`src/rtl/pipe_hazard_ctrl.sv`:
```
// pipe_hazard_ctrl
//   Sequencing controller for the 5-stage MIPS pipeline. Resolves load-use
//   hazards, taken-branch redirects and multi-cycle data-memory accesses by
//   driving hold/bubble/flush controls of the IF/ID, ID/EX, EX/MEM and MEM/WB
//   registers. Freezes the core after a halt retires and counts stall cycles.
//
// Ports
//   clk, rst            clock, synchronous active-high reset
//   id_rs_addr/_rt_addr source registers of the ID instruction
//   id_uses_rs/_rt      ID instruction reads rs / rt
//   ex_load, ex_waddr   EX instruction is a load, and its destination
//   branch_taken_s3     EX resolved a taken branch/jump
//   mem_req_s4          MEM instruction accesses data memory
//   d_mem_ack           data memory completes the access this cycle
//   halt_s5             halt instruction in WB
//   hold_front          hold PC, IF/ID and ID/EX
//   bubble_ex           NOP into ID/EX (overrides the ID/EX hold)
//   flush_id            NOP into IF/ID
//   hold_mem            hold EX/MEM
//   bubble_wb           NOP into MEM/WB
//   halted              core frozen after halt
//   mem_timeout_err     sticky memory timeout
//   stall_cycles        saturating count of hold_front cycles
module pipe_hazard_ctrl #(
  parameter int unsigned REG_ADDR_LEFT = 4,
  parameter int unsigned MEM_TIMEOUT   = 15
) (
  input  logic                   clk,
  input  logic                   rst,
  input  logic [REG_ADDR_LEFT:0] id_rs_addr,
  input  logic [REG_ADDR_LEFT:0] id_rt_addr,
  input  logic                   id_uses_rs,
  input  logic                   id_uses_rt,
  input  logic                   ex_load,
  input  logic [REG_ADDR_LEFT:0] ex_waddr,
  input  logic                   branch_taken_s3,
  input  logic                   mem_req_s4,
  input  logic                   d_mem_ack,
  input  logic                   halt_s5,
  output logic                   hold_front,
  output logic                   bubble_ex,
  output logic                   flush_id,
  output logic                   hold_mem,
  output logic                   bubble_wb,
  output logic                   halted,
  output logic                   mem_timeout_err,
  output logic [31:0]            stall_cycles
);

  typedef enum logic [1:0] {RUN, MEM_WAIT, HALTED, ERROR} state_t;

  localparam logic [7:0] TIMEOUT = 8'(MEM_TIMEOUT);

  state_t     state, state_nxt;
  logic [7:0] wait_cnt, wait_cnt_nxt;
  logic       load_use, mem_busy;

  assign load_use = ex_load && (ex_waddr != '0) &&
                    ((id_uses_rs && (id_rs_addr == ex_waddr)) ||
                     (id_uses_rt && (id_rt_addr == ex_waddr)));
  assign mem_busy = mem_req_s4 && !d_mem_ack;

  always_comb begin
    hold_front   = 1'b0;
    bubble_ex    = 1'b0;
    flush_id     = 1'b0;
    hold_mem     = 1'b0;
    bubble_wb    = 1'b0;
    state_nxt    = state;
    wait_cnt_nxt = wait_cnt;
    if (!rst) begin
      unique case (state)
        RUN: begin
          if (mem_busy) begin
            hold_front   = 1'b1;
            hold_mem     = 1'b1;
            bubble_wb    = 1'b1;
            wait_cnt_nxt = 8'd1;
            // The request cycle is itself the first wait cycle, so a
            // one-cycle budget is already exhausted here.
            state_nxt    = (TIMEOUT == 8'd1) ? ERROR : MEM_WAIT;
          end else if (branch_taken_s3) begin
            // ID holds a wrong-path instruction: any load-use is moot.
            flush_id  = 1'b1;
            bubble_ex = 1'b1;
          end else if (load_use) begin
            hold_front = 1'b1;
            bubble_ex  = 1'b1;
          end
          if (halt_s5) state_nxt = HALTED;
        end
        MEM_WAIT: begin
          if (d_mem_ack) begin
            state_nxt    = RUN;
            wait_cnt_nxt = '0;
            // EX was frozen during the wait, so its branch/load-use
            // condition is resolved now.
            if (branch_taken_s3) begin
              flush_id  = 1'b1;
              bubble_ex = 1'b1;
            end else if (load_use) begin
              hold_front = 1'b1;
              bubble_ex  = 1'b1;
            end
          end else begin
            hold_front   = 1'b1;
            hold_mem     = 1'b1;
            bubble_wb    = 1'b1;
            wait_cnt_nxt = wait_cnt + 8'd1;
            if (wait_cnt_nxt == TIMEOUT) state_nxt = ERROR;
          end
        end
        HALTED, ERROR: begin
          hold_front = 1'b1;
          hold_mem   = 1'b1;
          bubble_wb  = 1'b1;
        end
        default: state_nxt = RUN;
      endcase
    end
  end

  always_ff @(posedge clk) begin
    if (rst) begin
      state        <= RUN;
      wait_cnt     <= '0;
      stall_cycles <= '0;
    end else begin
      state    <= state_nxt;
      wait_cnt <= wait_cnt_nxt;
      if (hold_front && (stall_cycles != '1))
        stall_cycles <= stall_cycles + 32'd1;
    end
  end

  assign halted          = (state == HALTED);
  assign mem_timeout_err = (state == ERROR);

endmodule

```
`config.mk`:
```
export PLATFORM = sky130hd
export DESIGN_NAME = pipe_hazard_ctrl
export DESIGN_NICKNAME = d
export VERILOG_FILES = /design/src/rtl/pipe_hazard_ctrl.sv
export SDC_FILE = /design/constraint.sdc
export NUM_CORES = 1
export LEC_CHECK = 0
export ABC_CLOCK_PERIOD_IN_PS = 2380
export CORE_MARGIN = 2
export CORE_UTILIZATION = 46
export CTS_CLUSTER_DIAMETER = 100
export DETAILED_ROUTE_END_ITERATION = 10
export GPL_ROUTABILITY_DRIVEN = 0
export PLACE_DENSITY = 0.85
export RECOVER_POWER = 50
export SYNTH_ARGS = -nofsm -noshare
export SYNTH_HDL_FRONTEND = slang
export SYNTH_SLANG_ARGS = --single-unit
```
`constraint.sdc`:
```
create_clock -name clk -period 2.38 [get_ports clk]
set_input_delay 0.357 -clock clk [delete_from_list [all_inputs] [get_ports clk]]
set_output_delay 0.357 -clock clk [all_outputs]
set_load 0.01 [all_outputs]
```
---- After elaboration in Yosys (flattened, before gate mapping) ----
Index checks and enable logic that the tools add are counted.
W data, S select, Z words.
word-level totals
  register bits ........................... 42
  bits of input ports ..................... 24
  output and inout bits ................... 39
  word-level logic and storage cells ...... 57
cells by class
  $add $sub $neg .......................... 2
  equal/unequal tests ..................... 10
  multiplexer cells ....................... 28
  reductions and logical operators ........ 14
operators with widths
  cell                     count
  $add A32 B1 Y32 const B  1
  $ne A32 B32 Y1 const B   1
  $mux W1                  16
  $mux W8                  2
  $pmux W8 S2              1
  $eq A5 B5 Y1             2
  $add A8 B1 Y8 const B    1
  $eq A8 B4 Y1 const B     1
  $mux W2                  4
  $logic_and A1 B1 Y1      6
  $ne A3 B3 Y1 const B     2
  $pmux W1 S3              2
  $reduce_bool A5 Y1       1
  $eq A2 B2 Y1 const B     2
  $pmux W1 S2              2
  $pmux W2 S2              1
  $reduce_and A3 Y1        1
  $eq A2 B1 Y1 const B     1
  $logic_not A2 Y1         1
  $ne A2 B2 Y1 const B     1
  $reduce_and A2 Y1        1
  $reduce_bool A2 Y1       1
  $reduce_or A2 Y1         1
  $logic_not A1 Y1         1
  $logic_or A1 B1 Y1       1

---- Longest topological paths before layout ----
  depth after elaboration ................. 10
  depth in mapped cells ................... 9
  mapped depth without buffers ............ 7

---- Worst setup path after synthesis ----
No wires, ideal clock.
  path kind ............................... input to output
  from .................................... in ex_waddr[1]
  to ...................................... out hold_front
  data arrival time ....................... 1.593 ns
  data required time ...................... 2.023 ns
  path slack .............................. 0.430 ns
  stages .................................. 6
  buffers on the path ..................... 1
  path through ............................ or4_1 o21ai_2 nor3_2 a21oi_4 buf_6 inv_1
between the ends
  cells in the longest elaborated chain, start to end .. 9
  elaborated cells between the ends (all ways) .. 14
  classes of those cells .................. eq/ne (2); mux (6); reduce/logical (6)
ends and longest elaborated chain
  item                                    RTL line  source
  start: declaration                      35        input logic [REG_ADDR_LEFT:0] ex_waddr,
  $eq A5 B5 Y1 (on tied branches)         59, 60
  $logic_and A1 B1 Y1 (on tied branches)  59, 60
  $logic_or A1 B1 Y1                      59        ((id_uses_rs && (id_rs_addr == ex_waddr)) ||
  $logic_and A1 B1 Y1 (*)                 58        assign load_use = ex_load && (ex_waddr != '0) &&
  $mux W1 (*)                             86, 101
  $mux W1 (*)                             98        if (branch_taken_s3) begin
  $mux W1 (on tied branches)              93, 74
  $pmux W1 S3 (*)                         72        unique case (state)
  $mux W1 (*)                             71        if (!rst) begin
  end: declaration                        40        output logic hold_front,
Mark *: on every way between the ends. The rest lies on a longest branch, timed or not.

---- Worst setup path in the final report ----
  from .................................... in id_rt_addr[3]
  to ...................................... out bubble_ex
between the ends
  cells in the longest elaborated chain, start to end .. 9
  elaborated cells between the ends (all ways) .. 10
  classes of those cells .................. eq/ne (1); mux (6); reduce/logical (3)
ends and longest elaborated chain
  item                        RTL line  source
  start: declaration          31        input logic [REG_ADDR_LEFT:0] id_rt_addr,
  $eq A5 B5 Y1 (*)            60        (id_uses_rt && (id_rt_addr == ex_waddr)));
  $logic_and A1 B1 Y1 (*)     60
  $logic_or A1 B1 Y1 (*)      59
  $logic_and A1 B1 Y1 (*)     58
  $mux W1 (*)                 86, 101
  $mux W1 (*)                 82        end else if (branch_taken_s3) begin
  $mux W1 (on tied branches)  93, 74
  $pmux W1 S2 (*)             72
  $mux W1 (*)                 71
  end: declaration            41        output logic bubble_ex,
Marked as above.

==> impl_metrics.json <==
{
  "num-nets-final": 406,
  "synth_area_per_cell_um2": 8.16,
  "timing.setup.tns_ns": 0,
  "synth_seq_cells": 42,
  "count_of_maximum_capacitance_violations": 0,
  "grt_max_degree": 29,
  "timing.critical_path.from_type": "input port",
  "drtPass1Iterations": 4,
  "report.final.hold_viol_count": 0,
  "route.detailed.drc": 0,
  "edff_count_synth": 0,
  "synth_fp_nets": 326,
  "htree_levels": 2,
  "skew_ns": 0.00437,
  "startpoint": "id_rt_addr[3]",
  "clock_latency_at_the_later_pin_of_the_worst_skew_pair_ns": 0.29,
  "worstSetupEndpointType": "primary output",
  "fin_cells": 449,
  "clk_path_buf_depth": 2,
  "area_growth_pct": 39.2,
  "yosys_warnings": 0,
  "clock-sinks": 42,
  "grt_antenna_before_repair": 0,
  "finalCriticalPeriod_ns": 2.30,
  "synth_cell_types": 50,
  "worst_hold_slack_ns": 0.510,
  "min_period_over_period_pct": 96.5,
  "netlist_instances": 299,
  "grt_usage_pct": 22.8,
  "dieWidth_um": 76.8,
  "hp-start": "stall_cycles[27]",
  "route.vias.total": 2591,
  "worst_pin_slew_ns": 0.384,
  "first_global_vias": 2577,
  "coreArea_um2": 5110,
  "cts_buffers": 5,
  "critPathKind": "in2out",
  "postLayoutCellArea_um2": 3400,
  "io_pins": 63,
  "synth-main-ff-cell": "sky130_fd_sc_hd__dfxtp_1",
  "tritoncts_clock_tree": "yes",
  "finalSetupViolCount": 0,
  "drt.antenna.violating_nets": 0,
  "layout.filler_cells": 445,
  "critical_path_arrival_ns": 1.94,
  "outcome": "finished, final reports clean",
  "mappedNetlistArea_um2": 2440,
  "holdBufCountCts": 0,
  "clk_root_buffer_cell": "sky130_fd_sc_hd__clkbuf_8",
  "grt_remaining_overflow": 0,
  "ir_worst_vdd_mv": 0.264,
  "fp.dieArea_um2": 5900,
  "routedLengthMet1_um": 2850,
  "rsz0062_at_grt": "false",
  "proportion_of_synthesized_flip_flops_having_asynchronous_set_or_reset_pct": 0,
  "wl_per_cell_um": 14.8,
  "floorplan_die_height_um": 76.8,
  "routed_via_density": 5.77,
  "place.detailed.hpwl_um": 4760,
  "placedInstanceArea_um2": 3230,
  "max_clock_freq_ghz": 0.435,
  "top_metal_used": "met4",
  "critical_path.reg2reg.startpoint": "stall_cycles[7]",
  "path_max_fanout": 2,
  "final_max_slew_viol_count": 0,
  "drt-total-wl_um": 6660,
  "initial_utilization_pct": 47.8,
  "first_iter_violations": 200,
  "n_antenna_cell": 0,
  "worst_setup_hold_path_clk_slew_ns": 0.08,
  "critical_path_required_ns": 2.02,
  "port_buffers": 62,
  "layout-drive-gt1-share_pct": 13.5,
  "met3RoutedLength_um": 357,
  "hp-class": "reg2reg",
  "placed_cells": 440,
  "routed-wl-met2_um": 3330,
  "grt_pass1_wl_um": 11300,
  "leakage_uw": 0.00132,
  "slew_headroom_pct": 74.2,
  "p_per_area_nw_per_um2": 405,
  "pnr_total_power_uw": 1380,
  "synth_seq_area_share_pct": 34.5,
  "fp-row-count": 26
}
## path summary, 6_finish.rpt
| path | to | slack, ns | depth (start not counted) |
|---|---|---|---|
| max | bubble_ex | 0.08 | 8 |
| max reg2reg | stall_cycles[17] | 0.30 | 5 |
| min reg2reg | stall_cycles[27] | 0.51 | 2 |
| min | stall_cycles[27] | 0.51 | 2 |
## layout make-up
class,count,area [um^2],share of cell area (%)
Multi-Input combinational cell,235,1540,45.3
Sequential cell,42,841,24.8
Timing Repair Buffer,86,816,24.0
Tap cell,70,87.6,2.58
Clock buffer,5,68.8,2.03
Inverter,9,33.8,0.994
Clock inverter,2,10.0,0.295
## layer usage
metal  GRT usage, %  vias to the layer above
met1           27.0                     1221
met3           5.65                       14
met2           39.5                       76
li1               -                     1280
met4           8.73                        0
met5              0                        -
## timing repair
action / in CTS / in global routing
hold endpoints to repair: 0 / 0
buffers inserted: 1 / 1
pin swaps: 3 / 7
gates resized for setup: 12 / 18
endpoints found under the setup margin: 3 / 28
## flip-flops by register name, indices dropped and copies added, names as in the netlist
signal / cells
stall_cycles: 32
state: 2
wait_cnt: 8
## critical path, cell delays in order
cell and delay, ns:
sky130_fd_sc_hd__clkdlybuf4s50_1 0.50, sky130_fd_sc_hd__xnor2_2 0.12, sky130_fd_sc_hd__nand4_1 0.14, sky130_fd_sc_hd__o22ai_2 0.23
sky130_fd_sc_hd__buf_4 0.14, sky130_fd_sc_hd__a21oi_2 0.05, sky130_fd_sc_hd__nor4_1 0.23, sky130_fd_sc_hd__buf_2 0.18
## power by group
part	switching (uW)	internal [uW]	total, uW
Combinational	103	109	212
Clock	255	197	452
Sequential	6.40	707	713
## cells in the mapped netlist (2+ instances only)
library cell | instances | area [um^2]
sky130_fd_sc_hd__a21oi_1 | 34 | 170
sky130_fd_sc_hd__and2_1 | 3 | 18.8
sky130_fd_sc_hd__and3_1 | 6 | 37.5
sky130_fd_sc_hd__and4_1 | 3 | 26.3
sky130_fd_sc_hd__buf_1 | 3 | 11.3
sky130_fd_sc_hd__buf_6 | 4 | 45.0
sky130_fd_sc_hd__clkbuf_1 | 4 | 15.0
sky130_fd_sc_hd__dfxtp_1 | 42 | 841
sky130_fd_sc_hd__ha_1 | 3 | 37.5
sky130_fd_sc_hd__inv_1 | 9 | 33.8
sky130_fd_sc_hd__nand2_1 | 18 | 67.6
sky130_fd_sc_hd__nand2b_1 | 2 | 12.5
sky130_fd_sc_hd__nand3_1 | 17 | 85.1
sky130_fd_sc_hd__nand4_1 | 14 | 87.6
sky130_fd_sc_hd__nand4b_1 | 2 | 17.5
sky130_fd_sc_hd__nor2_1 | 23 | 86.3
sky130_fd_sc_hd__nor2b_1 | 2 | 12.5
sky130_fd_sc_hd__nor3_2 | 3 | 30.0
sky130_fd_sc_hd__nor4_1 | 5 | 31.3
sky130_fd_sc_hd__o21a_1 | 2 | 15.0
sky130_fd_sc_hd__o21ai_0 | 19 | 95.1
sky130_fd_sc_hd__o21ai_1 | 4 | 20.0
sky130_fd_sc_hd__o311ai_0 | 3 | 26.3
sky130_fd_sc_hd__o31a_1 | 2 | 17.5
sky130_fd_sc_hd__o31ai_1 | 8 | 60.1
sky130_fd_sc_hd__o41ai_1 | 2 | 17.5
sky130_fd_sc_hd__or3_1 | 17 | 106
sky130_fd_sc_hd__or4_1 | 9 | 67.6
sky130_fd_sc_hd__xnor2_1 | 12 | 105
sky130_fd_sc_hd__xor2_1 | 4 | 35.0
## kinds of logic after synthesis
group	share of synthesized area [%]
AND/OR/NAND/NOR	31.3
AO/OA/AOI/OAI	21.2
flip-flops	34.5
buffers and inverters	4.82
XOR/XNOR	5.74
adder cells (fa/ha/maj)	1.54
multiplexers	0.872
## layout by cell type (no fill, tap or decap), types with 8 or more instances in the layout
master                            Yosys  routed
sky130_fd_sc_hd__xnor2_1             12       8
sky130_fd_sc_hd__a21oi_1             34      33
sky130_fd_sc_hd__nor2_1              23      23
sky130_fd_sc_hd__inv_1                9       9
sky130_fd_sc_hd__o21ai_0             19      18
sky130_fd_sc_hd__nand2_1             18      18
sky130_fd_sc_hd__or4_1                9       8
sky130_fd_sc_hd__dlygate4sd3_1        0      31
sky130_fd_sc_hd__clkdlybuf4s50_1      0      22
sky130_fd_sc_hd__nand3_1             17      17
sky130_fd_sc_hd__or3_1               17      17
sky130_fd_sc_hd__nand4_1             14      14
sky130_fd_sc_hd__buf_4                1      20
sky130_fd_sc_hd__dfxtp_1             42      42
## through the flow
stage / util [%] / setup WS [ns]
6_report: 66.5 / 0.0833
5_1_grt: 66.5 / 0.00149
4_1_cts: 64.9 / 0.00182
3_5_place_dp: 63.2 / -0.330
3_3_place_gp: 63.2 / -0.285
2_1_floorplan: - / 0.430
Note: power is estimated with default switching activity, not from simulation.
